$ cat config.mk
export PLATFORM = sky130hd
export DESIGN_NAME = regfile_write_arbiter
export DESIGN_NICKNAME = d
export VERILOG_FILES = /design/src/rtl/regfile_write_arbiter.sv
export SDC_FILE = /design/constraint.sdc
export NUM_CORES = 1
export LEC_CHECK = 0
export ABC_CLOCK_PERIOD_IN_PS = 6820
export BUFFER_PORTS_ARGS = -buffer_cell sky130_fd_sc_hd__buf_2
export CAP_MARGIN = 15
export CORE_ASPECT_RATIO = 1.25
export CORE_MARGIN = 2
export CORE_UTILIZATION = 54
export CTS_BUF_LIST = sky130_fd_sc_hd__clkbuf_4 sky130_fd_sc_hd__clkbuf_8
export CTS_CLUSTER_SIZE = 30
export DETAILED_ROUTE_END_ITERATION = 10
export PLACE_DENSITY = 0.95
export SYNTH_ARGS = -nofsm -noshare
export SYNTH_HDL_FRONTEND = slang
export SYNTH_SLANG_ARGS = --single-unit
export TNS_END_PERCENT = 20
$ cat constraint.sdc
create_clock -name clk -period 6.82 [get_ports clk]
set_input_delay 0.341 -clock clk [delete_from_list [all_inputs] [get_ports clk]]
set_output_delay 0.341 -clock clk [all_outputs]
set_load 0.05 [all_outputs]
$ cat src/rtl/regfile_write_arbiter.sv
// Round-robin arbiter sharing one register-file write port among NREQ producers,
// with a per-register pending scoreboard for RAW stall detection.
module regfile_write_arbiter #(
  parameter int REG_NUM  = 32,
  parameter int REG_SIZE = 32,
  parameter int NREQ     = 3,
  localparam int AW      = $clog2(REG_NUM)
) (
  input  logic                     clk,
  input  logic                     rst_n,
  input  logic [NREQ-1:0]          req_valid,
  output logic [NREQ-1:0]          req_ready,
  input  logic [NREQ*AW-1:0]       req_addr,
  input  logic [NREQ*REG_SIZE-1:0] req_data,
  output logic                     reg_write,
  output logic [AW-1:0]            write_reg,
  output logic [REG_SIZE-1:0]      write_data,
  input  logic                     claim_valid,
  input  logic [AW-1:0]            claim_addr,
  input  logic [AW-1:0]            query_addr_1,
  input  logic [AW-1:0]            query_addr_2,
  output logic                     busy_1,
  output logic                     busy_2,
  output logic [15:0]              grant_cnt
);
  localparam int PW = (NREQ > 1) ? $clog2(NREQ) : 1;

  logic [PW-1:0]       r_rr_ptr;
  logic                r_reg_write;
  logic [AW-1:0]       r_write_reg;
  logic [REG_SIZE-1:0] r_write_data;
  logic [15:0]         r_grant_cnt;
  logic [REG_NUM-1:0]  r_busy;

  logic                w_found;
  logic [PW-1:0]       w_win;
  logic [PW-1:0]       w_idx;
  logic [AW-1:0]       w_addr;
  logic [REG_SIZE-1:0] w_data;
  logic                w_xfer;

  // Scan from the round-robin pointer; first valid requester wins.
  always_comb begin
    w_found = 1'b0;
    w_win   = '0;
    w_idx   = '0;
    for (int k = 0; k < NREQ; k++) begin
      w_idx = PW'((int'(r_rr_ptr) + k) % NREQ);
      if (!w_found && req_valid[w_idx]) begin
        w_found = 1'b1;
        w_win   = w_idx;
      end
    end
  end

  always_comb begin
    req_ready = '0;
    w_addr    = '0;
    w_data    = '0;
    for (int i = 0; i < NREQ; i++) begin
      if (w_win == PW'(i)) begin
        req_ready[i] = rst_n & w_found;
        w_addr       = req_addr[i*AW +: AW];
        w_data       = req_data[i*REG_SIZE +: REG_SIZE];
      end
    end
  end

  assign w_xfer = |(req_valid & req_ready);

  always_ff @(posedge clk or negedge rst_n) begin
    if (!rst_n) begin
      r_rr_ptr     <= '0;
      r_reg_write  <= 1'b0;
      r_write_reg  <= '0;
      r_write_data <= '0;
      r_grant_cnt  <= '0;
    end else if (w_xfer) begin
      r_rr_ptr     <= (int'(w_win) == NREQ-1) ? '0 : w_win + 1'b1;
      r_reg_write  <= (w_addr != '0);
      r_write_reg  <= w_addr;
      r_write_data <= w_data;
      r_grant_cnt  <= r_grant_cnt + 16'd1;
    end else begin
      r_reg_write  <= 1'b0;
    end
  end

  // A claim landing on the same edge as a commit wins: the newer producer is still pending.
  always_ff @(posedge clk or negedge rst_n) begin
    if (!rst_n) begin
      r_busy <= '0;
    end else begin
      r_busy[0] <= 1'b0;
      for (int r = 1; r < REG_NUM; r++) begin
        if (claim_valid && claim_addr == AW'(r))
          r_busy[r] <= 1'b1;
        else if (r_reg_write && r_write_reg == AW'(r))
          r_busy[r] <= 1'b0;
      end
    end
  end

  assign busy_1     = r_busy[query_addr_1];
  assign busy_2     = r_busy[query_addr_2];
  assign reg_write  = r_reg_write;
  assign write_reg  = r_write_reg;
  assign write_data = r_write_data;
  assign grant_cnt  = r_grant_cnt;
endmodule
==> results.yml <==
global_routing:
  groute.layer.met1.usage: 0.360
  grt_antenna_before_repair: 0
  grt_first_pass_wirelength_mm: 21.3
  busiest_layer: "met2"
  grt_util_met3: 0.0749
  first_global_vias: 4325
  global_route.usage.total: 0.292
  use_met2: 0.481
  grt_max_degree: 81
  grt.overflow.total: 0
power_and_ir_drop:
  leakagePower_nw: 2.75
  power_density_mw_per_mm2: 486
  vdd_drop_max_uv: 393
  total_power_mw: 2.89
timing:
  fmax_mhz: 300
  setup_viol: 0
  report.final.hold_viol_count: 0
  timing.final.ws_setup_ps: 3490
  finClkSkew_ps: 6.26
  maxSlewViolCount: 0
  hold_ws_ps: 245
  slew_margin_rel: 0.393
  fin_crit_sh: 0.489
  min_period_ps: 3330
  grt_setup_unrepaired: "no"
  worst-slew-pin-transition_ps: 910
  final.setup.tns_ps: 0
yosys:
  synth.yosys.seq_area_share: 0.458
  ys.flop_type: "sky130_fd_sc_hd__dfrtp_1"
  synthDominantAreaCellType: "sky130_fd_sc_hd__dfrtp_1"
  post-synth-top-area-fraction: 0.458
  synth.avg_cell_area_um2: 10.0
  post_synth_num_cell_types: 43
  synth.area.top_cells: "sky130_fd_sc_hd__dfrtp_1, sky130_fd_sc_hd__o21ai_0, sky130_fd_sc_hd__mux4_2"
  synthesis.instances: 474
  synth_enable_flop_cells: 0
  mapped_cell_area_mm2: 0.00476
  yosys_warnings: 0
  synth_seq_cells: 87
  postSynth.asyncResetShare: 1.00
  syn_nets: 611
floorplanning:
  ios: 191
  die_h_um: 109
  coreArea_mm2: 0.00861
  floorplan.die_area_mm2: 0.00958
  die_w_um: 88.0
  standard_cell_rows: 38
  start_util: 0.553
clock_tree:
  clock_latency_ps: 360
  cts_tree: "built"
  post_cts_repair_setup_buffers: 0
  tritoncts.num_buffers: 9
  cts_max_level: 3
  root_buffer: "sky130_fd_sc_hd__clkbuf_8"
  hold_buffers: 1
  count_of_instances_resized_after_the_clock_tree_is_built: 0
  worst_setup_hold_path_clk_slew_ps: 80
  cts.path.max_buffers: 2
  numClockSinks: 87
placed_design:
  detailed_place_hpwl_mm: 10.5
  worst_setup_timing_slack_at_the_placement_stage_ps: 3580
  globalplace.congestion: 0.960
  place.port_buffers: 190
  placedInstanceArea_mm2: 0.00575
layout:
  largest_register_ffs: 32
  final_nets: 790
  antenna_cells_inserted: 0
  area.sequential_mm2: 0.00218
  most-common-layout-cells: "sky130_fd_sc_hd__buf_2, sky130_fd_sc_hd__o21ai_0, sky130_fd_sc_hd__dfrtp_1"
  final_area_mm2: 0.00596
  multiInputGateArea_mm2: 0.00245
  area.growth.synth_to_final_pct: 25.2
  num-fill-cells: 678
  layout-drive-gt1-share: 0.368
  layout.cells.most_common: "sky130_fd_sc_hd__buf_2"
route:
  detailedRoute.firstPassIterationCount: 5
  route.final.wire_length_mm: 13.7
  final_antenna_net_count: 0
  via_count: 4615
  drt_first_iter_violations: 419
  post-route-drc-count: 0
  detail_route.vias_per_cell: 5.94
  routedWlPerCell_um: 17.6
min_path:
  hold_path.class: "in -> reg"
worst_setup_path:
  critPathArrivalTime_ps: 2990
  critPathMaxStageDelay_ps: 730
  critical_path.cell_chain: "inv_1, ha_1, mux2i_1, nor2_2, o32a_2, nor3_1, buf_2"
  setup.worst_path.start_class: "flop"
  cp_max_fo: 47
  rrSetupSlack_ps: 3630
  worstSetupEndpointType: "output port"
  required_ps: 6480
  slowest_stage: "sky130_fd_sc_hd__o32a_2"
  critPathKind: "reg -> out"
  critical_path.top_delay_family: "compound AO/OA/AOI/OAI gates"
  cp.buffers_inverters: 2
outcome:
  status: "complete, no violations"
job:
  max-cap-violations: 0
-- metrics by stage --
| step | util | cells |
|---|---|---|
| 2_1_floorplan | - | 474 |
| 3_3_place_gp | 0.669 | 760 |
| 3_5_place_dp | 0.669 | 760 |
| 4_1_cts | 0.690 | 776 |
| 5_1_grt | 0.692 | 777 |
| 6_report | 0.692 | 777 |
-- layer usage --
| metal | share of wire | vias to the layer above |
|---|---|---|
| li1 | - | 2100 |
| met1 | 0.36 | 2186 |
| met2 | 0.51 | 281 |
| met3 | 0.090 | 48 |
| met4 | 0.041 | 0 |
| met5 | 0 | - |
-- cells in the mapped netlist (2+ instances only) --
master and count:
sky130_fd_sc_hd__nor2b_1 2, sky130_fd_sc_hd__clkbuf_1 11, sky130_fd_sc_hd__dfrtp_1 87, sky130_fd_sc_hd__xnor2_1 14, sky130_fd_sc_hd__nand4_1 6, sky130_fd_sc_hd__nand4b_1 4, sky130_fd_sc_hd__buf_4 2, sky130_fd_sc_hd__mux4_2 18
sky130_fd_sc_hd__nor2_1 17, sky130_fd_sc_hd__nand3_1 11, sky130_fd_sc_hd__mux2i_1 12, sky130_fd_sc_hd__buf_6 3, sky130_fd_sc_hd__nand3b_1 5, sky130_fd_sc_hd__and3_1 2, sky130_fd_sc_hd__buf_2 10, sky130_fd_sc_hd__inv_1 2
sky130_fd_sc_hd__and2_1 2, sky130_fd_sc_hd__a22o_1 27, sky130_fd_sc_hd__nand2b_1 11, sky130_fd_sc_hd__o21ai_1 12, sky130_fd_sc_hd__nand2_1 56, sky130_fd_sc_hd__a21o_1 2, sky130_fd_sc_hd__ha_1 5, sky130_fd_sc_hd__and3b_1 2
sky130_fd_sc_hd__a21oi_1 39, sky130_fd_sc_hd__o21ai_0 89, sky130_fd_sc_hd__or2_2 4, sky130_fd_sc_hd__mux2_2 4
-- kinds of logic (layout without fill, tap and decap cells) --
group	after synthesis	after routing	share of synthesized area
compound gates	176	176	0.215
simple gates	129	129	0.136
flops	87	87	0.458
mux	34	34	0.120
buf+inv	28	211	0.0310
xor+xnor	15	15	0.0276
fa+ha+maj	5	5	0.0131
-- cell type report --
| type | count | area share |
|---|---|---|
| clock buffers | 14 | 0.0281 |
| clock inverters | 1 | 0.000840 |
| inverters | 2 | 0.00126 |
| multi-input cells | 359 | 0.411 |
| flip-flops and latches | 87 | 0.365 |
| well taps | 120 | 0.0252 |
| repair buffers | 194 | 0.168 |
-- worst paths after layout --
check,from,to,depth (start not counted)
max,r_rr_ptr[0],req_ready[0],7
min,req_data[13],write_data[13],3
max reg2reg,r_rr_ptr[0],reg_write,9
min reg2reg,grant_cnt[15],grant_cnt[15],1
max in group asynchronous,rst_n,r_busy[25],3
min in group asynchronous,rst_n,r_rr_ptr[0],2
-- worst register-to-register path, stage by stage (launching register included) --
cell	delay, ps
sky130_fd_sc_hd__dfrtp_1	420
sky130_fd_sc_hd__inv_1	100
sky130_fd_sc_hd__ha_1	210
sky130_fd_sc_hd__mux2i_1	320
sky130_fd_sc_hd__nor2_2	140
sky130_fd_sc_hd__o32a_2	730
sky130_fd_sc_hd__nor2_4	610
sky130_fd_sc_hd__a21oi_1	200
sky130_fd_sc_hd__and4_1	240
sky130_fd_sc_hd__a21oi_1	150
-- report_power, final --
group | total (mW) | internal [mW] | leakage [nW] | switching (mW)
Sequential | 0.915 | 0.729 | 1.03 | 0.186
Combinational | 1.65 | 0.538 | 1.63 | 1.11
Clock | 0.332 | 0.157 | 0.0942 | 0.175
Note: power is estimated with default switching activity, not from simulation.
